===== config.mk =====
export PLATFORM = sky130hd
export DESIGN_NAME = sram_frame_reader
export DESIGN_NICKNAME = d
export VERILOG_FILES = /design/src/rtl/sram_frame_reader.sv
export SDC_FILE = /design/constraint.sdc
export NUM_CORES = 1
export LEC_CHECK = 0
export ABC_AREA = 1
export CORE_MARGIN = 3
export CORE_UTILIZATION = 50
export CTS_CLUSTER_SIZE = 16
export DETAILED_ROUTE_END_ITERATION = 10
export GPL_ROUTABILITY_DRIVEN = 0
export PLACE_DENSITY_LB_ADDON = 0.15
export SYNTH_ARGS = -nofsm -noshare
export SYNTH_HDL_FRONTEND = slang
export SYNTH_SLANG_ARGS = --single-unit

===== constraint.sdc =====
create_clock -name i_clk -period 4 [get_ports i_clk]
set_clock_uncertainty 0.2 [all_clocks]
set_input_delay 0.8 -clock i_clk [delete_from_list [all_inputs] [get_ports i_clk]]
set_output_delay 0.8 -clock i_clk [all_outputs]
set_load 0.02 [all_outputs]

===== src/rtl/sram_frame_reader.sv =====
// Streams one raster frame out of a 16-bit SRAM, two reads per pixel, into a
// small FIFO that feeds a 30-bit RGB consumer. Yields the bus to the writer between pairs.
module sram_frame_reader #(
    parameter int H_ACTIVE   = 640,
    parameter int V_ACTIVE   = 480,
    parameter int FIFO_DEPTH = 8
) (
    input  logic        i_clk,
    input  logic        i_rst_n,
    input  logic        i_frame_start,
    input  logic        i_writer_busy,
    input  logic [15:0] i_sram_dq,
    input  logic        i_pix_ready,
    output logic        o_sram_req,
    output logic        o_sram_oe_n,
    output logic [19:0] o_sram_addr,
    output logic        o_pix_valid,
    output logic [29:0] o_pix_rgb,
    output logic        o_busy,
    output logic        o_frame_done,
    output logic        o_underflow
);
    localparam int AW = $clog2(FIFO_DEPTH);
    localparam int CW = AW + 1;
    localparam logic [CW-1:0] DEPTH_C  = CW'(FIFO_DEPTH);
    localparam logic [18:0]   LAST_PIX = 19'(H_ACTIVE * V_ACTIVE - 1);

    localparam logic [2:0] S_IDLE  = 3'd0;
    localparam logic [2:0] S_WAIT  = 3'd1;
    localparam logic [2:0] S_RD_LO = 3'd2;
    localparam logic [2:0] S_RD_HI = 3'd3;
    localparam logic [2:0] S_STORE = 3'd4;
    localparam logic [2:0] S_DRAIN = 3'd5;

    logic [2:0]    state_q, state_d;
    logic [18:0]   pix_q, pix_d;
    logic [14:0]   word0_q, word0_d;
    logic          und_q, und_d;
    logic          done_q, done_d;
    logic [CW-1:0] cnt_q;
    logic [AW-1:0] wr_q, rd_q;
    logic [29:0]   fifo_q [FIFO_DEPTH];
    logic          push, pop, empty, full;
    logic          unused_dq15;

    // Bit 15 of each SRAM word carries no colour information.
    assign unused_dq15 = i_sram_dq[15];

    assign empty = (cnt_q == '0);
    assign full  = (cnt_q == DEPTH_C);
    assign push  = (state_q == S_STORE);
    assign pop   = ~empty & i_pix_ready;

    always_comb begin
        state_d = state_q;
        pix_d   = pix_q;
        word0_d = word0_q;
        und_d   = und_q;
        done_d  = 1'b0;
        if (i_pix_ready && state_q != S_IDLE && empty)
            und_d = 1'b1;
        case (state_q)
            S_IDLE: if (i_frame_start) begin
                pix_d   = '0;
                und_d   = 1'b0;
                state_d = S_WAIT;
            end
            // Only place the writer and FIFO space are checked; a started pair always completes.
            S_WAIT:  if (!i_writer_busy && !full) state_d = S_RD_LO;
            S_RD_LO: state_d = S_RD_HI;
            S_RD_HI: begin
                word0_d = i_sram_dq[14:0];
                state_d = S_STORE;
            end
            S_STORE: if (pix_q == LAST_PIX) begin
                state_d = S_DRAIN;
            end else begin
                pix_d   = pix_q + 19'd1;
                state_d = S_WAIT;
            end
            S_DRAIN: if (empty) begin
                done_d  = 1'b1;
                state_d = S_IDLE;
            end
            default: state_d = S_IDLE;
        endcase
    end

    always_ff @(posedge i_clk or negedge i_rst_n) begin
        if (!i_rst_n) begin
            state_q <= S_IDLE;
            pix_q   <= '0;
            word0_q <= '0;
            und_q   <= 1'b0;
            done_q  <= 1'b0;
        end else begin
            state_q <= state_d;
            pix_q   <= pix_d;
            word0_q <= word0_d;
            und_q   <= und_d;
            done_q  <= done_d;
        end
    end

    always_ff @(posedge i_clk or negedge i_rst_n) begin
        if (!i_rst_n) begin
            wr_q  <= '0;
            rd_q  <= '0;
            cnt_q <= '0;
        end else begin
            if (push) wr_q <= wr_q + AW'(1);
            if (pop)  rd_q <= rd_q + AW'(1);
            case ({push, pop})
                2'b10:   cnt_q <= cnt_q + CW'(1);
                2'b01:   cnt_q <= cnt_q - CW'(1);
                default: cnt_q <= cnt_q;
            endcase
        end
    end

    always_ff @(posedge i_clk) begin
        if (push) fifo_q[wr_q] <= {word0_q, i_sram_dq[14:0]};
    end

    always_comb begin
        o_sram_addr = '0;
        case (state_q)
            S_RD_LO:         o_sram_addr = {pix_q, 1'b0};
            S_RD_HI, S_STORE: o_sram_addr = {pix_q, 1'b1};
            default:         o_sram_addr = '0;
        endcase
    end

    assign o_sram_req   = (state_q == S_RD_LO) || (state_q == S_RD_HI) || (state_q == S_STORE);
    assign o_sram_oe_n  = ~o_sram_req;
    assign o_pix_valid  = ~empty;
    assign o_pix_rgb    = fifo_q[rd_q];
    assign o_busy       = (state_q != S_IDLE);
    assign o_frame_done = done_q;
    assign o_underflow  = und_q;
endmodule


; ---- Word-level counts from Yosys, hierarchy flattened
; Memories as Yosys holds them, arrays and structs flattened.
; Cells that the tools add are included.
[word_totals]
mem_bits_rw = 240
mem_count = 1
output_inout_bits = 56
regBits = 49
elab_cells = 62
in_bits = 21
[op_classes]
bitwise = 3
n_eq_ne = 13
mux = 17
n_addsub = 5
reduce_logical = 15
[memory_table]
columns = memory, words, width, rd, rd_ports_with_merged_regs, write_ports, line_no
row1 = fifo_q, 8, 30, 1, 0, 1, 42  ; logic [29:0] fifo_q [FIFO_DEPTH];
[ops]
columns = operator, n
row1 = case mux 20 bit (2 select lines), 1
row2 = two-way mux 19 bit, 2
row3 = case mux 19 bit (2 select lines), 1
row4 = adder 19 x 1 -> 19 bit (second input constant), 1
row5 = == test 19 bit (second input constant), 1
row6 = case mux 3 bit (6 select lines), 1
row7 = two-way mux 3 bit, 4
row8 = inequality test 2 bit (second input constant), 4
row9 = case mux 4 bit (2 select lines), 1
row10 = two-way mux 1 bit, 7
row11 = adder 3 x 1 -> 3 bit (second input constant), 2
row12 = == test 3 x 2 -> 1 bit (second input constant), 2
row13 = == test 3 bit (second input constant), 2
row14 = AND reduction 3 bit, 2
row15 = adder 4 x 1 -> 4 bit (second input constant), 1
row16 = == test 4 bit (second input constant), 1
row17 = zero test 4 bit, 1
row18 = nonzero test 2 bit, 2
row19 = subtractor 4 x 1 -> 4 bit (second input constant), 1
row20 = == test 3 x 1 -> 1 bit (second input constant), 1
row21 = logical AND 1 bit, 3
row22 = zero test 3 bit, 1
row23 = nonzero test 3 bit, 1
row24 = == test 2 x 1 -> 1 bit (second input constant), 1
row25 = 6 further kinds, 9

; ---- Logic depth before layout (Yosys ltp)
; Gate-level depths: netlist of the first run.
[depth]
word_depth = 6
mapped_depth = 10
depth_no_buf = 10

; ---- Worst setup path after synthesis of the first run
; Ideal clock, no wire load.
[synth_timing]
path_kind = register to register
start = register state_q[0]
end = memory fifo_q[1][0] (enable)
path_buffers = 1
required_ps = 3383
setup_slack_ps = 988
path_stages_with_launch = 7
setup_time_ps = 417
t_arrival_ps = 2395
period_less_slack_ps = 3012
cell_sequence = dfrtp_1 -> nor2_4 -> nand2_4 -> inv_2 -> buf_2 -> nand2_1 -> nor2_1
[synth_between]
elab_chain_cells = 3
[synth_rtl]
columns = element, line_no
row1 = start: declaration, 35  ; logic [2:0] state_q, state_d;
row2 = start signal: assignment, 97  ; state_q <= state_d;
row3 = == test 3 bit, 51  ; assign push = (state_q == S_STORE);
row4 = two-way mux 1 bit, 122  ; if (push) fifo_q[wr_q] <= {word0_q, i_sram_dq[14:0]};
row5 = two-way mux 1 bit (not written as such), 122
row6 = end: declaration, 42
; No other way between the ends.

; ---- Worst setup path after layout of the first run
[layout_timing]
start = register rd_q[0]
end = output o_pix_rgb[20]
[layout_between]
elab_chain_cells = 1
[layout_rtl]
columns = element, line_no
row1 = start: declaration, 41  ; logic [AW-1:0] wr_q, rd_q;
row2 = start signal: assignment, 112  ; if (pop) rd_q <= rd_q + AW'(1);
row3 = memory read (8 x 30 bit), -
row4 = end: declaration, 18  ; output logic [29:0] o_pix_rgb,
; No other way between the ends.

==> results of run 1 <==
worst max-delay path, delay by kind of cell (launching register included):
kind	cells	cell delay (ns)
compound gates	4	0.68
flops	1	0.45
buf+inv	2	1.04
power breakdown:
group	internal (mW)	switching (mW)	total, mW
Combinational	1.34	2.31	3.65
Sequential	3.68	0.316	4.00
Clock	1.46	1.08	2.54
Total	6.48	3.70	10.2
layer usage:
layer,wire length [um],vias to the layer above,part of all wire [%]
met5,0,-,0
met4,522,0,2.0
met3,1595,44,6.0
met2,12740,233,48
met1,11730,3840,44
li1,-,3895,-
cell families after synthesis:
logic type / after synthesis / synth area share [%]
and+or+nand+nor: 463 / 15.92
DFF: 289 / 69.58
AOI/OAI and AO/OA: 213 / 9.404
buffers and inverters: 98 / 3.469
xor gates and xnor gates: 14 / 1.012
adders and majority gates: 6 / 0.6194
final timing paths:
kind / to / slack, ns / cells past startpoint
setup reg to reg: fifo_q[5][12] / 1.32 / 6
hold reg to reg: o_underflow / 0.29 / 2
min in group i_clk: o_underflow / 0.29 / 2
max in group asynchronous: rd_q[0] / 2.89 / 2
setup / recovery: o_pix_rgb[20] / 0.17 / 6
hold / removal: pix_q[15] / 0.03 / 1
cell type report:
type	instances	area, um^2
clock buffers	38	799.5
clock inverters	14	101.3
fillers	1899	9366
inverters	47	183.9
multi-input cells	696	3327
flip-flops and latches	289	8441
well taps	319	399.1
repair buffers	100	994.7
repair_timing:
item                                    CTS  global route
endpoints found under the setup margin    0             2
endpoints found under the hold margin     0             0
gates resized for setup                   0             3
flip-flops by register name, summed over array words and instances, names as in the netlist:
signal / cells
wr_q: 3
o_frame_done: 1
cnt_q: 4
state_q: 3
word0_q: 15
rd_q: 3
pix_q: 19
fifo_q: 240
o_underflow: 1
through the flow:
| stage | worst slack (ns) | util [%] | cells |
|---|---|---|---|
| finish | 0.1668 | 60.33 | 1503 |
| global placement | 0.6805 | 56.46 | 1451 |
| global route | -0.001383 | 60.33 | 1503 |
| floorplan | 0.9880 | - | 1083 |
| CTS | 0.07424 | 60.27 | 1503 |
| detailed placement | 0.6602 | 56.46 | 1451 |
synthesized netlist by cell type, drive strengths merged:
library cell,number,area share (%)
a21oi,33,1.4
a31oi,30,1.5
buf,25,1.1
clkbuf,26,0.82
clkinv,3,0.14
dfrtp,49,10
edfxtp,240,59
ha,6,0.62
inv,44,1.4
nand2,216,7.2
nand3,26,1.2
nand4,5,0.26
nor2,207,6.8
nor3,5,0.21
nor4,1,0.052
o211ai,1,0.062
o21ai,149,6.4
or2,3,0.15
xnor2,1,0.072
xor2,13,0.94
==> flow_summary.json, run 1 <==
{
  "status": "finished, final reports clean",
  "end_kind": "primary output",
  "drc": 0,
  "ios": 77,
  "netlist_instances": 1083,
  "fp.dieArea_um2": 26150,
  "worst_pin_slew_ns": 0.7129,
  "cts_hold_buffers": 0,
  "syn_nets": 1110,
  "crit_path_start_kind": "register",
  "vias": 8012,
  "syn_to_final_growth_pct": 17.54,
  "final_cell_area_um2": 14250,
  "routed_via_density": 5.331,
  "grt_pass1_wl_mm": 42.90,
  "period_share_pct": 95.83,
  "grt_pass1_vias": 7976,
  "fin_hold_ws_ns": 0.03312,
  "grt_usage_pct": 20.80,
  "grt_max_degree": 122,
  "post-dp-hpwl_mm": 15.16,
  "top_usage_layer": "met2",
  "power_mw": 10.19,
  "core-area_um2": 23610,
  "r2r_start": "state_q[0]",
  "h-tree-depth": 1,
  "cts_made_buffers": 28,
  "power_density_nw_per_um2": 715.2,
  "cts_tree": "done",
  "ant_nets": 0,
  "grt_use_met2_pct": 35.09,
  "final_common_cell": "edfxtp_1",
  "syn_area_um2": 12120,
  "n_antenna_cell": 0,
  "worstPathArrival_ns": 2.83,
  "setup.worst_path.class": "register to primary output",
  "drive_above_1_share_pct": 10.47,
  "power_leakage_nw": 5.168,
  "clock_sinks": 289,
  "start_util_pct": 51.33,
  "tns_ns": 0,
  "finalWirelength_mm": 26.60,
  "num_rows": 56,
  "setup_violations": 0,
  "crit_fanout": 121,
  "ys_seq_area_share_pct": 69.58,
  "critPathRequiredTime_ns": 3.00,
  "drtIter0Drc": 624,
  "crit_chain": "buf_16 > o21ai_0 > o21ai_0 > a21oi_1 > a31oi_1 > clkdlybuf4s50_1",
  "period_needed_ns": 3.833,
  "maxCapViolCount": 0,
  "overflow": 0,
  "syn_area_per_cell_um2": 11.19,
  "max_freq_mhz": 260.9,
  "cts_buffer_depth": 3,
  "ys_seq_elements": 289,
  "port_buffers": 75,
  "placed_cell_area_um2": 13330,
  "critPathLaunch": "rd_q[0]",
  "mostFrequentLayoutCells": "240 x edfxtp_1, 201 x nand2_1, 192 x nor2_1",
  "use_met3_pct": 2.958,
  "final_hold_viol_count": 0,
  "slew_headroom_pct": 52.42,
  "yosys_warnings": 0,
  "nets": 1189,
  "slowest_delay_ns": 0.68,
  "wire_per_inst_um": 17.70,
  "cts-root-buf": "clkbuf_16",
  "dr.pass1.iters": 5,
  "post-cts-setup-buffers": 0,
  "met1_usage_pct": 28.86,
  "critPathMostFrequentCell": "o21ai_0",
  "clk_latency_ns": 0.53,
  "path_clk_slew_ns": 0.06,
  "critPathSlowestCell": "clkdlybuf4s50_1",
  "ir_drop_mv": 0.4364,
  "antenna_found_initial": 0,
  "hold_path_class": "input pin to asynchronous set/reset pin",
  "die_w_um": 161.7,
  "dieHeight_um": 161.7,
  "slew_violations": 0,
  "synth.distinct_cells": 37
}
Power figures use the tool's default switching activity.
==> inputs of run 2 (changes only) <==
Settings changed: PLACE_DENSITY set to 0.71, PLACE_DENSITY_LB_ADDON 0.15 to unset.
==> flow_summary.json, run 2 (synthesis gave the netlist of run 1 again) <==
{
  "rsz0062_at_grt": "no",
  "crit_path_start_kind": "register",
  "grt_pass1_vias": 7774,
  "power_density_nw_per_um2": 713.0,
  "grt_usage_pct": 20.16,
  "fillers": 1859,
  "ir_drop_mv": 0.4344,
  "dieHeight_um": 161.7,
  "period_needed_ns": 3.790,
  "h-tree-depth": 1,
  "routed_via_density": 5.285,
  "swShare_pct": 36.59,
  "p_int_mw": 6.465,
  "tns_ns": 0,
  "post-dp-hpwl_mm": 15.35,
  "status": "finished, final reports clean",
  "final_cells": 1510,
  "grt_max_degree": 54,
  "slew_violations": 0,
  "largest_reg_flops": 240,
  "drtIter0Drc": 625,
  "setup.worst_path.class": "register to primary output",
  "n_antenna_cell": 0,
  "clock_sinks": 289,
  "dp.cells": 1455,
  "overflow": 0,
  "period_share_pct": 94.74,
  "final_common_cell": "edfxtp_1",
  "ant_nets": 0,
  "die_w_um": 161.7,
  "antenna_found_initial": 0,
  "utilization_pct": 60.56,
  "worst_pin_slew_ns": 0.8029,
  "top_regs": "fifo_q: 240 flops, pix_q: 19 flops, word0_q: 15 flops",
  "num_rows": 56,
  "max_freq_mhz": 263.9,
  "wire_per_inst_um": 17.37,
  "crit_end": "o_sram_oe_n",
  "ios": 77,
  "critPathLaunch": "state_q[2]",
  "crit_fanout": 21,
  "cts_hold_buffers": 0,
  "worstPathArrival_ns": 2.79,
  "drc": 0,
  "setup_violations": 0,
  "reg2reg_slack_ns": 1.18,
  "fp.dieArea_um2": 26150,
  "cts_made_buffers": 29,
  "largest-register": "fifo_q",
  "path_clk_slew_ns": 0.06,
  "vias": 7981,
  "pwr-share-seq_pct": 39.3,
  "drive_above_1_share_pct": 11.08,
  "clockPowerShare_pct": 24.4,
  "critPathRequiredTime_ns": 3.00,
  "pre_cts_slack_ns": 0.6704,
  "hold_path_class": "input pin to asynchronous set/reset pin",
  "combPwrFrac_pct": 36.3,
  "final_hold_viol_count": 0,
  "mostFrequentLayoutCells": "240 x edfxtp_1, 201 x nand2_1, 192 x nor2_1",
  "cts-root-buf": "clkbuf_16",
  "p_sw_mw": 3.731,
  "ff2ff_path_depth": 6,
  "r2r_start": "state_q[0]",
  "dr.pass1.iters": 5,
  "slew_headroom_pct": 46.41,
  "clk_latency_ns": 0.54,
  "cts_tree": "done",
  "syn_to_final_growth_pct": 17.98,
  "core-area_um2": 23610,
  "end_kind": "primary output",
  "maxCapViolCount": 0,
  "start_util_pct": 51.33,
  "grt_pass1_wl_mm": 41.68,
  "setup_slack_ns": 0.2103,
  "power_leakage_nw": 5.194,
  "port_buffers": 75,
  "nets": 1195,
  "reg2reg_to": "fifo_q[5][7]",
  "finalWirelength_mm": 26.23,
  "cts_buffer_depth": 3
}
## run 2: critical path: stages (launching register included)
cell and delay [ns]:
dfrtp_1 0.46, inv_2 0.10, nand2_1 0.14, nor2_4 0.05, inv_2 0.05, nand2_1 0.08, nor2_2 0.62, clkdlybuf4s50_1 0.74
## run 2: metrics by stage
| step | area [um^2] | hold WS [ns] | total power, mW |
|---|---|---|---|
| floorplan | 12120 | 0.2638 | 6.264 |
| global placement | 13400 | 0.2732 | 7.683 |
| finish | 14300 | 0.1140 | 10.20 |
| global route | 14300 | 0.1326 | 10.80 |
| detailed placement | 13400 | 0.2740 | 7.761 |
| CTS | 14290 | 0.1207 | 10.26 |
## run 2: final cells by class
cell class	instances	area (um^2)	area share, %
clock buffers	35	748.2	5.232
clock inverters	19	138.9	0.9712
inverters	47	183.9	1.286
multi-input cells	696	3327	23.27
flip-flops and latches	289	8441	59.03
well taps	319	399.1	2.791
repair buffers	105	1062	7.428
## run 2: worst min-delay path by stage
stage	from	to	slack, ns
after floorplan	cnt_q[3]	cnt_q[3]	0.26
after global placement	o_underflow	o_underflow	0.27
after detailed placement	o_underflow	o_underflow	0.27
after CTS	i_rst_n	pix_q[16]	0.12
after global routing	i_rst_n	pix_q[16]	0.13
final	i_rst_n	pix_q[16]	0.11
## run 2: power by group through the flow
stage	clock, mW	combinational, mW	sequential (mW)
global placement	0	3.62	4.06
detailed placement	0	3.68	4.08
floorplan	0	2.34	3.93
global route	2.67	4.08	4.05
CTS	2.54	3.70	4.02
finish	2.49	3.70	4.00
## run 2: per-layer routing
layer	part of all wire, %	up-vias	global-route usage, %
met5	0	-	0
met4	1.6	0	5.312
met3	6.5	39	3.417
met2	50	254	35.05
met1	42	3781	26.59
li1	-	3907	-
## run 2: what timing repair did
action	in CTS	in global routing
resized for setup	0	1
endpoints found under the setup margin	0	4
buffers inserted	0	1
==> inputs of run 3 (changes only) <==
Settings changed: CTS_CLUSTER_DIAMETER set to 60.
==> flow_summary.json, run 3 (synthesis gave the netlist of run 1 again) <==
{
  "cts_hold_buffers": 0,
  "cts_made_buffers": 23,
  "num_rows": 56,
  "nets": 1189,
  "setup.worst_path.class": "register to primary output",
  "routed_via_density": 5.290,
  "worstPathArrival_ns": 2.81,
  "critPathSlowestCell": "dfrtp_2",
  "cts_tree": "done",
  "dieHeight_um": 161.7,
  "die_w_um": 161.7,
  "grt_max_degree": 54,
  "setup_violations": 0,
  "cts_buffer_depth": 3,
  "final_hold_viol_count": 0,
  "start_util_pct": 51.33,
  "grt_usage_pct": 20.05,
  "crit_chain": "buf_4 > o21ai_0 > o21ai_0 > a21oi_1 > a31oi_1 > clkdlybuf4s50_1",
  "antenna_found_initial": 0,
  "crit_fanout": 23,
  "critPathRequiredTime_ns": 3.00,
  "tns_ns": 0,
  "post-dp-hpwl_mm": 15.35,
  "slew_headroom_pct": 46.18,
  "vias": 7925,
  "ios": 77,
  "worst_pin_slew_ns": 0.8064,
  "port_buffers": 75,
  "grt_pass1_wl_mm": 41.50,
  "path_clk_slew_ns": 0.07,
  "largest-register": "fifo_q",
  "final_common_cell": "edfxtp_1",
  "wire_per_inst_um": 17.45,
  "fin_hold_ws_ns": 0.1368,
  "ir_drop_mv": 0.5216,
  "h-tree-depth": 1,
  "period_share_pct": 95.15,
  "clock_sinks": 289,
  "power_leakage_nw": 5.089,
  "overflow": 0,
  "slew_violations": 0,
  "drive_above_1_share_pct": 9.669,
  "hold_path_class": "input pin to asynchronous set/reset pin",
  "drtIter0Drc": 561,
  "crit_path_start_kind": "register",
  "top_regs": "fifo_q: 240 flops, pix_q: 19 flops, word0_q: 15 flops",
  "syn_to_final_growth_pct": 16.24,
  "ant_nets": 0,
  "maxCapViolCount": 0,
  "fp.dieArea_um2": 26150,
  "n_antenna_cell": 0,
  "clk_latency_ns": 0.52,
  "dr.pass1.iters": 6,
  "slowest_delay_ns": 0.67,
  "cts_resized": 0,
  "drc": 0,
  "max_freq_mhz": 262.8,
  "post-cts-setup-buffers": 0,
  "mostFrequentLayoutCells": "240 x edfxtp_1, 201 x nand2_1, 192 x nor2_1",
  "period_needed_ns": 3.806,
  "critPathMostFrequentCell": "o21ai_0",
  "grt_pass1_vias": 7739,
  "largest_reg_flops": 240,
  "power_density_nw_per_um2": 696.2,
  "status": "finished, final reports clean",
  "finalWirelength_mm": 26.14,
  "cts-root-buf": "clkbuf_16",
  "end_kind": "primary output",
  "rsz0062_at_grt": "no",
  "core-area_um2": 23610
}
==> run 3: cell count changes in the layout (fill, tap and decap cells not counted), moves of 2 or more <==
cell and delta:
clkbuf_1 +8, clkinv_2 -8, inv_6 -2, clkbuf_16 -6, clkinv_1 -2, clkinvlp_4 -4
==> run 3: power by group <==
part           leakage [nW]  total (mW)  switching, mW  internal [mW]
Clock                 0.325        2.11           1.01           1.09
Sequential             2.80        4.00          0.320           3.68
Combinational          1.96        3.70           2.33           1.37
==> run 3: worst max-delay path, delay by kind of cell, from the launching register on <==
family | cells | cell delay (ns)
flip-flops | 1 | 0.67
AO/OA/AOI/OAI | 4 | 0.60
buffers and inverters | 2 | 1.01
==> run 3: cell type report <==
class | instances | area [um^2]
Fill cell | 1866 | 9524
Sequential cell | 289 | 8438
Multi-Input combinational cell | 696 | 3327
Timing Repair Buffer | 105 | 1062
Clock buffer | 37 | 628.1
Tap cell | 319 | 399.1
Inverter | 47 | 183.9
Clock inverter | 5 | 50.05
==> run 3: routing by layer <==
metal  track usage, %  share of wire [%]  wire length, um
met5                0                  0                0
met2            34.67                 50            12940
met1            26.60                 43            11120
met4            5.118                1.9              490
met3            3.571                6.1             1583
==> run 3: metrics by stage <==
step                cells  cell area (um^2)  power (mW)  setup WS [ns]  util, %
floorplan            1083             12120       6.264         0.9880        -
global placement     1455             13400       7.683         0.6739    56.75
detailed placement   1455             13400       7.761         0.6704    56.75
CTS                  1497             14080       9.845         0.1192    59.62
global route         1498             14090       10.39       0.005412    59.67
finish               1498             14090       9.808         0.1941    59.67
==> run 3: final timing paths <==
check	start	endpoint	slack, ns	cells after the start
worst max register to register	state_q[0]	fifo_q[5][7]	1.21	6
max in group asynchronous	i_rst_n	pix_q[0]	2.78	2
worst min register to register	o_underflow	o_underflow	0.29	2
worst min-delay path	i_rst_n	pix_q[16]	0.14	1
min in group i_clk	o_underflow	o_underflow	0.29	2
worst max-delay path	rd_q[1]	o_pix_rgb[19]	0.19	6
==> RTL change, RTL diff (settings of run 2) <==
`pix_q` and `word0_q` no longer have a reset.
--- a/src/rtl/sram_frame_reader.sv
+++ b/src/rtl/sram_frame_reader.sv
@@ -91,4 +91,2 @@
             state_q <= S_IDLE;
-            pix_q   <= '0;
-            word0_q <= '0;
             und_q   <= 1'b0;
@@ -97,4 +95,2 @@
             state_q <= state_d;
-            pix_q   <= pix_d;
-            word0_q <= word0_d;
             und_q   <= und_d;
@@ -102,2 +98,7 @@
         end
+    end
+
+    always_ff @(posedge i_clk) begin
+        pix_q   <= pix_d;
+        word0_q <= word0_d;
     end
Behaviour: same outputs for any inputs over 10 cycles, from zero or initial values and one cycle with i_rst_n low; that may be too few to reach the edited logic, so the function may still have changed.
==> RTL change against run 2 <==
Routed wire length shrank 7.6%; area after synthesis decreased by 1.1%; combinational power up 5.9%; global-route usage shrank 1.3 points; non-clock buffer count shrank 8; power rose by 2.5%; final area shrank 1.8%; synthesized cell count is 5.5% lower; maximum frequency up 0.81%; sequential cell count unchanged; worst setup slack gained 30 ps; highest routed layer unchanged.
==> RTL change: results (changes against run 2) <==
status=finished, final reports clean (unchanged); register area share after synthesis=71.8% (was 69.6%); ys async rst share=5.19% (was 17.0%); WL met1=10500 µm (was 11000 µm); Post-DP Area=13100 µm² (was 13400 µm²); CP startpoint=rd_q[1] (was state_q[2]); layout cell share with drive strength beyond 1=8.82% (was 11.1%); pwr/cell area=744 nW/µm² (was 713 nW/µm²); reg-to-reg endpoint=fifo_q[7][14] (was fifo_q[5][7]); Hold WC Path Type=reg -> reg (was in -> async); crit path max fanout=49 (was 21); dpl hpwl=13400 µm (was 15300 µm); WP data arrival=2760 ps (was 2790 ps); clock-net power=0.00254 W (was 0.00249 W); R2R Setup Slk=1160 ps (was 1180 ps); clock buffer count from CTS=28 (was 29); Commonest cells post-synth=274 x edfxtp_1, 228 x nor2_1, 138 x nand2_1 (was 240 x edfxtp_1, 201 x nand2_1, 200 x nor2_1); Int Pwr=0.00667 W (was 0.00646 W); Setup crit end=o_pix_rgb[29] (was o_sram_oe_n); syn_nets=1050 (was 1110); Synth Area in Compound Gates=8.92% (was 9.40%); synth top area cells=edfxtp_1 69%, nor2_1 7.1%, o21ai_0 4.5%, nand2_1 4.3%, o21ai_1 3.6% (was edfxtp_1 59%, dfrtp_1 10%, nand2_1 6.2%, nor2_1 6.2%, o21ai_0 5.5%); initial DRC count=750 (was 625); final wirelength=24200 µm (was 26200 µm); final hold slack=296 ps (was 114 ps); Total Routing Usage GR=18.9% (was 20.2%); leakage power=4.88 nW (was 5.19 nW)
[RTL change: changes by cell type after synthesis, sizes merged, moves of 2 or more]
cell,run 2,this run
a21oi,33,15
a31oi,30,0
buf,25,38
clkbuf,26,11
clkinv,3,0
dfrtp,49,15
edfxtp,240,274
nand2,216,143
nand3,26,17
nor2,207,239
nor3,5,7
o21a,0,2
o21ai,149,194
xor2,13,7
[RTL change: cell type report]
type,count,area [µm²]
fillers,1828,9500
flip-flops and latches,289,8610
multi-input cells,642,2980
repair buffers,97,991
clock buffers,40,787
well taps,319,399
inverters,43,163
clock inverters,12,113
[RTL change: per-stage QoR]
step / utilization [%] / cells
CTS: 59.7 / 1442
detailed placement: 55.8 / 1390
floorplan: - / 1023
finish: 59.7 / 1442
global placement: 55.8 / 1390
global route: 59.7 / 1442
[RTL change: critical path: stages, from the launching register on]
cell and delay [ps]:
dfrtp_4 780, buf_4 290, o21ai_0 110, o21ai_1 160, nand2_1 70, nand2_1 140
clkdlybuf4s50_1 630
